`src/rtl/calc_ctrl_pkg.sv`:
```
// Shared definitions for the calculator front-end controller:
// FSM state codes and default parameter values.
package calc_ctrl_pkg;

  localparam int DEB_CYCLES_DEF = 16;
  localparam int CNT_W_DEF      = 8;

  typedef enum logic [1:0] {
    S_IDLE  = 2'd0,
    S_SETUP = 2'd1,
    S_EXEC  = 2'd2,
    S_CLEAR = 2'd3
  } state_t;

endpackage

```
`src/rtl/calc_ctrl_btn_debounce.sv`:
```
// One push-button conditioner: 2-flop synchroniser, stability counter and
// rising-edge pulse of the debounced level.
module btn_debounce
  import calc_ctrl_pkg::*;
#(
  parameter int DEB_CYCLES = DEB_CYCLES_DEF
) (
  input  logic clk,
  input  logic rst,
  input  logic i_btn,
  output logic o_level,
  output logic o_pulse
);

  localparam int CW = (DEB_CYCLES > 2) ? $clog2(DEB_CYCLES) : 1;

  logic          r_sync1;
  logic          r_sync2;
  logic          r_level;
  logic          r_level_d;
  logic [CW-1:0] r_cnt;

  // NOTE: sequential state uses non-blocking assignments so every flop samples
  // the pre-edge value of its neighbours, regardless of statement order.
  always_ff @(posedge clk) begin
    if (rst) begin
      r_sync1   <= 1'b0;
      r_sync2   <= 1'b0;
      r_level   <= 1'b0;
      r_level_d <= 1'b0;
      r_cnt     <= '0;
    end else begin
      r_sync1   <= i_btn;
      r_sync2   <= r_sync1;
      r_level_d <= r_level;
      // Any sample agreeing with the current level restarts the stability count.
      if (r_sync2 != r_level) begin
        if (r_cnt == CW'(DEB_CYCLES - 1)) begin
          r_level <= r_sync2;
          r_cnt   <= '0;
        end else begin
          r_cnt <= r_cnt + CW'(1);
        end
      end else begin
        r_cnt <= '0;
      end
    end
  end

  assign o_level = r_level;
  assign o_pulse = r_level & ~r_level_d;

endmodule

```
`src/rtl/calc_ctrl.sv`:
```
// Front-end controller for the accumulator calculator: debounces the buttons and
// sequences each accumulator update, keeping sticky status and an op counter.
module calc_ctrl
  import calc_ctrl_pkg::*;
#(
  parameter int DEB_CYCLES = DEB_CYCLES_DEF,
  parameter int CNT_W      = CNT_W_DEF
) (
  input  logic             clk,
  input  logic             rst,
  input  logic             btnc,
  input  logic             btnac,
  input  logic             btnl,
  input  logic             btnr,
  input  logic             btnd,
  input  logic             alu_zero,
  input  logic             alu_ovf,
  output logic [2:0]       op_sel,
  output logic             acc_we,
  output logic             acc_clr,
  output logic             busy,
  output logic             ovf_flag,
  output logic             zero_flag,
  output logic [CNT_W-1:0] op_count
);

  logic [4:0] w_raw;
  logic [4:0] w_level;
  logic [4:0] w_pulse;
  logic [4:0] w_unused;
  logic       w_exe_pulse;
  logic       w_clr_pulse;

  state_t           r_state;
  logic [2:0]       r_op_sel;
  logic             r_acc_we;
  logic             r_acc_clr;
  logic             r_busy;
  logic             r_ovf;
  logic             r_zero;
  logic             r_pending_clear;
  logic [CNT_W-1:0] r_op_count;

  assign w_raw = {btnc, btnac, btnl, btnr, btnd};

  for (genvar i = 0; i < 5; i++) begin : g_btn
    btn_debounce #(.DEB_CYCLES(DEB_CYCLES)) u_deb (
      .clk     (clk),
      .rst     (rst),
      .i_btn   (w_raw[i]),
      .o_level (w_level[i]),
      .o_pulse (w_pulse[i])
    );
  end

  // Select buttons are used as levels only; execute/clear only as pulses.
  assign w_unused    = {w_level[4:3], w_pulse[2:0]};
  assign w_exe_pulse = w_pulse[4];
  assign w_clr_pulse = w_pulse[3];

  always_ff @(posedge clk) begin
    if (rst) begin
      r_state         <= S_IDLE;
      r_op_sel        <= 3'b000;
      r_acc_we        <= 1'b0;
      r_acc_clr       <= 1'b0;
      r_busy          <= 1'b0;
      r_ovf           <= 1'b0;
      r_zero          <= 1'b0;
      r_pending_clear <= 1'b0;
      r_op_count      <= '0;
    end else begin
      r_acc_we  <= 1'b0;
      r_acc_clr <= 1'b0;
      if (w_clr_pulse && (r_state == S_SETUP || r_state == S_EXEC))
        r_pending_clear <= 1'b1;
      // Outputs are registered from the next state so they line up with it.
      case (r_state)
        S_IDLE: begin
          if (r_pending_clear || w_clr_pulse) begin
            r_state   <= S_CLEAR;
            r_acc_clr <= 1'b1;
            r_busy    <= 1'b1;
          end else if (w_exe_pulse) begin
            r_state  <= S_SETUP;
            r_op_sel <= w_level[2:0];
            r_busy   <= 1'b1;
          end
        end
        S_SETUP: begin
          r_state  <= S_EXEC;
          r_acc_we <= 1'b1;
        end
        S_EXEC: begin
          r_ovf      <= r_ovf | alu_ovf;
          r_zero     <= alu_zero;
          r_op_count <= r_op_count + CNT_W'(1);
          r_state    <= S_IDLE;
          r_busy     <= 1'b0;
        end
        S_CLEAR: begin
          r_ovf           <= 1'b0;
          r_zero          <= 1'b1;
          r_op_count      <= '0;
          r_pending_clear <= 1'b0;
          r_state         <= S_IDLE;
          r_busy          <= 1'b0;
        end
        default: r_state <= S_IDLE;
      endcase
    end
  end

  assign op_sel    = r_op_sel;
  assign acc_we    = r_acc_we;
  assign acc_clr   = r_acc_clr;
  assign busy      = r_busy;
  assign ovf_flag  = r_ovf;
  assign zero_flag = r_zero;
  assign op_count  = r_op_count;

endmodule

```
`config.mk`:
```
export PLATFORM = sky130hd
export DESIGN_NAME = calc_ctrl
export DESIGN_NICKNAME = d
export VERILOG_FILES = /design/src/rtl/calc_ctrl_pkg.sv /design/src/rtl/calc_ctrl_btn_debounce.sv /design/src/rtl/calc_ctrl.sv
export SDC_FILE = /design/constraint.sdc
export NUM_CORES = 1
export LEC_CHECK = 0
export CORE_MARGIN = 2
export CORE_UTILIZATION = 42
export DETAILED_ROUTE_END_ITERATION = 8
export PLACE_DENSITY = 0.71
export SETUP_SLACK_MARGIN = 0.1
export SLEW_MARGIN = 10
export SYNTH_ARGS = -nofsm -noshare
export SYNTH_HDL_FRONTEND = slang
export SYNTH_SLANG_ARGS = --single-unit
```
`constraint.sdc`:
```
create_clock -name clk -period 1.7 [get_ports clk]
set_clock_uncertainty 0.15 [all_clocks]
set_input_delay 0.34 -clock clk [delete_from_list [all_inputs] [get_ports clk]]
set_output_delay 0.34 -clock clk [all_outputs]
set_load 0.05 [all_outputs]
```
* Word level (Yosys, flattened, before mapping)
Cells that the tools add are included.
** Storage, ports and cells
- Input port bits :: 9
- Output and inout port bits :: 16
- Register bits :: 56
** Operators by class
- Add/subtract/negate cells :: 6
- Bitwise gates (word level) :: 12
- Equal/unequal tests :: 14
- Multiplexer cells :: 11
- Reduce and logical (&&, ||, !) cells :: 21
** Operators with widths (count)
- $add 4x1->4 const B :: 5
- $eq 4x4->1 const B :: 5
- $pmux 8 s2 :: 1
- $reduce_or 3->1 :: 5
- $reduce_and 2->1 :: 6
- $not 1->1 :: 9
- $add 8x1->8 const B :: 1
- $pmux 1 s2 :: 3
- $pmux 2 s3 :: 1
- $reduce_or 2->1 :: 3
- $ne 1x1->1 :: 5
- $eq 2x2->1 const B :: 2
- $mux 1 :: 4
- $mux 2 :: 2
- $reduce_bool 2->1 :: 2
- $ne 3x2->1 const B :: 1
- $reduce_and 3->1 :: 1
- $and 1x1->1 :: 2
- $eq 2x1->1 const B :: 1
- $logic_not 2->1 :: 1
- $logic_or 1x1->1 :: 2
- $logic_and 1x1->1 :: 1
- $or 1x1->1 :: 1

* Logic depth before layout (Yosys ltp)
- Depth after elaboration :: 5
- Gate-level depth with buffers :: 6

* Hierarchy
Synthesis repeated with hierarchy kept, for this count alone.
** Unflattened totals
- Cell total of the unflattened synthesis :: 218
- Area total of the unflattened synthesis :: 2297.2 um^2
** By module, submodules not included
- btn_debounce :: instances 5, seq. area each 160.2 um^2, area each 284.0 um^2, cells each 26
- calc_ctrl :: instances 1, seq. area each 380.4 um^2, area each 877.1 um^2, cells each 88

* Worst setup path before layout
Ideal clock, no wire load.
- Kind :: reg-to-reg
- Start :: register r_op_count[0] (netlist: op_count[0])
- End :: register r_op_count[6] (netlist: op_count[6])
- Library setup time :: 71 ps
- Slack :: -142 ps
- Required time :: 1479 ps
- Data arrival time :: 1622 ps
- Stages on the path, launching flop included :: 5
- Period minus slack after synthesis :: 1842 ps
- Cells stage by stage :: dfxtp_1 > ha_1 > inv_1 > or4_1 > a21oi_1
** Between the ends
- Cells in the longest elaborated chain, start to end :: 2
** RTL lines
- from (decl) :: line calc_ctrl.sv:42 : logic [CNT_W-1:0] r_op_count;
- from (signal assigned) :: line calc_ctrl.sv:97 : r_op_count <= r_op_count + CNT_W'(1);
- $add 8x1->8 :: line calc_ctrl.sv:97
- $pmux 8 s2 :: line calc_ctrl.sv:78 : case (r_state)
No other way between the ends.
A chain may end at the register's enable or synchronous reset.

* Worst setup path after layout
- Start :: register r_state[0]
- End :: register r_op_count[6] (netlist: op_count[6])
** Between the ends
- Cells in the longest elaborated chain, start to end :: 2
- Elaborated cells on any way between the ends :: 4
- Classes of those cells :: eq/ne (2); mux (1); reduce/logical (1)
** RTL lines
- from (decl) :: line calc_ctrl.sv:34 : state_t r_state;
- from (signal assigned) :: line calc_ctrl.sv:63 : r_state <= S_IDLE;
- from (signal assigned) :: line calc_ctrl.sv:81 : r_state <= S_CLEAR;
- from (signal assigned) :: line calc_ctrl.sv:85 : r_state <= S_SETUP;
- $eq 2x2->1 :: line calc_ctrl.sv:78
- $pmux 8 s2 or $reduce_bool 2->1 (tied branches)
Several ways; a longest one is shown, not always the timed one.

==> impl_metrics.py <==
metrics = {
    "floorplanning": {
        "die_area_um2": 5864,
        "core_um2": 5107,
        "initial_utilization_pct": 43.31,
        "die_w_um": 76.58,
        "num_io_pins": 25,
        "chipHeight_um": 76.58,
        "rows": 26,
    },
    "power_and_ir_drop": {
        "max-vdd-ir-drop_v": 0.0005214,
        "power.density_nw_per_um2": 915.8,
        "leakagePower_nw": 1.191,
        "power_mw": 2.669,
    },
    "timing": {
        "timing.fmax_mhz": 632.1,
        "relSlewSlack_pct": 78.36,
        "setup_ws_ns": 0.1181,
        "period_share_pct": 93.05,
        "grt_setup_unrepaired": "true",
        "hold_viol": 0,
        "max_slew.worst_pin.slew_ns": 0.3246,
        "slew_violations": 0,
        "setup_viol": 0,
        "fin_crit_ns": 1.582,
        "tns_ns": 0,
    },
    "yosys": {
        "yosysWarningCount": 0,
        "synth_seq_cells": 56,
        "synth_top_cell_area_share_pct": 50.68,
        "ys_types": 32,
        "synth_top_area_cell": "dfxtp_1",
        "synth_fp_nets": 240,
        "synth_most_common_cell": "dfxtp_1",
        "synthTopCellsByArea": "dfxtp_1, ha_1, nor2_1, xor2_1, mux2i_1",
        "seq_area_frac_synth_pct": 50.68,
        "synth_area_um2": 2212,
        "synthTopCellsByCount": "dfxtp_1, nor2_1, nor2b_1, xor2_1",
        "ys.flop_type": "dfxtp_1",
        "avgSynthCellArea_um2": 10.06,
        "synth-edff-count": 0,
        "async_reset_ff_share_pct": 0,
        "syn_inst": 220,
    },
    "final_layout": {
        "final_area_um2": 2914,
        "syn_to_final_growth_pct": 31.73,
        "num_antenna_cells": 0,
        "fillers": 448,
        "finalNetCount": 275,
        "drive_gt1_share_pct": 19.92,
    },
    "placement": {
        "place_ws_ns": -0.09695,
        "hpwl_mm": 2.675,
        "io_buffers": 24,
        "dpl_cell_area_um2": 2765,
        "gp_congestion": 0.7257,
    },
    "clocking": {
        "cts_buffers": 5,
        "cts.sinks": 56,
        "htree_levels": 2,
        "clk_pin_slew_ns": 0.09,
        "cts_max_path_buffers": 2,
        "root_buffer": "clkbuf_8",
        "clock_latency_ns": 0.30,
        "cts_tree": "done",
    },
    "critical_path": {
        "setup.worst_path.start": "r_state[0]",
        "cp.arrival_ns": 1.66,
        "worstReg2RegEnd": "op_count[6]",
        "r2r-start": "r_state[0]",
        "endpoint": "op_count[6]",
        "end_kind": "flop",
        "required_ns": 1.78,
        "path_max_fanout": 8,
        "r2r.worst_path.cells": 5,
        "worst-setup-path-type": "flop to flop",
        "reg2reg_slack_ns": 0.12,
        "crit_path_start_kind": "flop",
    },
    "global_route": {
        "track_usage_pct": 13.28,
        "grt_pass1_vias": 1437,
        "grt_antenna_before_repair": 0,
        "grt_pass1_wl_mm": 6.320,
        "grt_max_degree": 17,
        "overflow": 0,
    },
    "drt": {
        "dr_total_vias": 1522,
        "wl_per_cell_um": 10.78,
        "antenna_left": 0,
        "drc_errors": 0,
        "firstDrtPassIters": 4,
        "wl_mm": 3.513,
        "drt-vias-per-instance": 4.669,
        "initialDrtViolationCount": 67,
    },
    "outcome": {
        "outcome": "completed",
    },
    "worst_hold_path": {
        "hold_path.class": "flop to flop",
        "hold_path_depth": 1,
    },
    "run": {
        "max-cap-violations": 0,
    },
}
[how the worst min path moves through the flow]
| stage | endpoint | slack (ns) | start |
|---|---|---|---|
| 6_report | g_btn[2].u_deb.r_sync2 | 0.29 | g_btn[2].u_deb.r_sync1 |
| 5_1_grt | g_btn[2].u_deb.r_sync2 | 0.31 | g_btn[2].u_deb.r_sync1 |
| 4_1_cts | g_btn[2].u_deb.r_sync2 | 0.30 | g_btn[2].u_deb.r_sync1 |
| 3_5_place_dp | g_btn[2].u_deb.r_sync2 | 0.27 | g_btn[2].u_deb.r_sync1 |
| 3_3_place_gp | g_btn[3].u_deb.r_sync2 | 0.27 | g_btn[3].u_deb.r_sync1 |
| 2_1_floorplan | g_btn[0].u_deb.r_sync2 | 0.26 | g_btn[0].u_deb.r_sync1 |
[critical path, cell delays in order, from the launching register on]
cell      delay (ns)
dfxtp_2         0.35
inv_2           0.07
ha_2            0.20
o211ai_4        0.11
or4_1           0.47
a21oi_1         0.15
[per-layer routing]
metal / vias to the layer above / GRT usage, % / share of wire, %
met1: 694 / 16.83 / 47
met4: 0 / 5.455 / 1.5
li1: 798 / - / -
met2: 25 / 20.97 / 47
met5: - / 0 / 0
met3: 5 / 4.147 / 3.5
[power by group]
group | leakage (nW) | internal [mW] | switching (mW)
clock | 0.0645 | 0.520 | 0.398
sequential | 0.459 | 1.35 | 0.0441
combinational | 0.668 | 0.174 | 0.180
[logic make-up (layout without fill, tap and decap cells)]
kind of cell / Yosys count / in the layout / share of synthesized area, %
buf+inv: 15 / 51 / 2.715
flops: 56 / 56 / 50.68
mux: 11 / 11 / 4.978
fa+ha+maj: 11 / 11 / 6.222
simple gates: 92 / 92 / 22.68
xor+xnor: 18 / 18 / 7.127
compound gates: 17 / 17 / 5.600
[cell type report]
| cell class | instances | area (um^2) | share of cell area (%) |
|---|---|---|---|
| flip-flops and latches | 56 | 1137 | 39.03 |
| repair buffers | 34 | 475.5 | 16.32 |
| inverters | 9 | 33.78 | 1.159 |
| well taps | 70 | 87.58 | 3.006 |
| clock inverters | 1 | 30.03 | 1.030 |
| clock buffers | 7 | 96.34 | 3.306 |
| multi-input cells | 149 | 1054 | 36.15 |
[through the flow]
stage	hold slack, ns	util [%]	instances
global route	0.3106	57.06	326
global placement	0.2715	54.14	318
finish	0.2921	57.06	326
CTS	0.2968	56.71	326
detailed placement	0.2749	54.14	318
floorplan	0.2638	-	220
[sequential cells by signal (all words and copies together) (netlist names), 2 cells and up]
signal,cells
r_state,2
op_count,8
g_btn.u_deb.o_level,5
g_btn.u_deb.r_level_d,2
op_sel,3
g_btn.u_deb.r_sync1,5
g_btn.u_deb.r_sync2,5
g_btn.u_deb.r_cnt,20
[timing repair]
action                                  CTS  global route
endpoints found under the setup margin    1             7
gates resized for setup                   3             3
pin swaps                                 0             1
setup buffers                             0             0
hold buffers                              0             0
[layout by cell type (no fill, tap or decap), types with 2 or more instances in the layout]
cell type / Yosys / layout
ha_2: 0 / 2
xor2_1: 13 / 13
dfxtp_1: 56 / 47
mux2i_1: 11 / 11
inv_1: 9 / 8
clkbuf_8: 0 / 7
xnor2_1: 5 / 5
nor2b_1: 15 / 15
ha_1: 11 / 9
dfxtp_4: 0 / 2
or3_1: 4 / 4
nand3_1: 11 / 11
buf_12: 0 / 16
and3_1: 2 / 2
dfxtp_2: 0 / 7
nor2_1: 32 / 32
nand2b_1: 11 / 11
and3b_1: 4 / 4
buf_4: 1 / 10
nand2_1: 2 / 2
o31ai_1: 3 / 3
clkdlybuf4s50_1: 0 / 8
o21ai_0: 2 / 2
nand3b_1: 3 / 3
a21oi_1: 6 / 6
or4_1: 3 / 3
(Power assumes the default switching activity.)
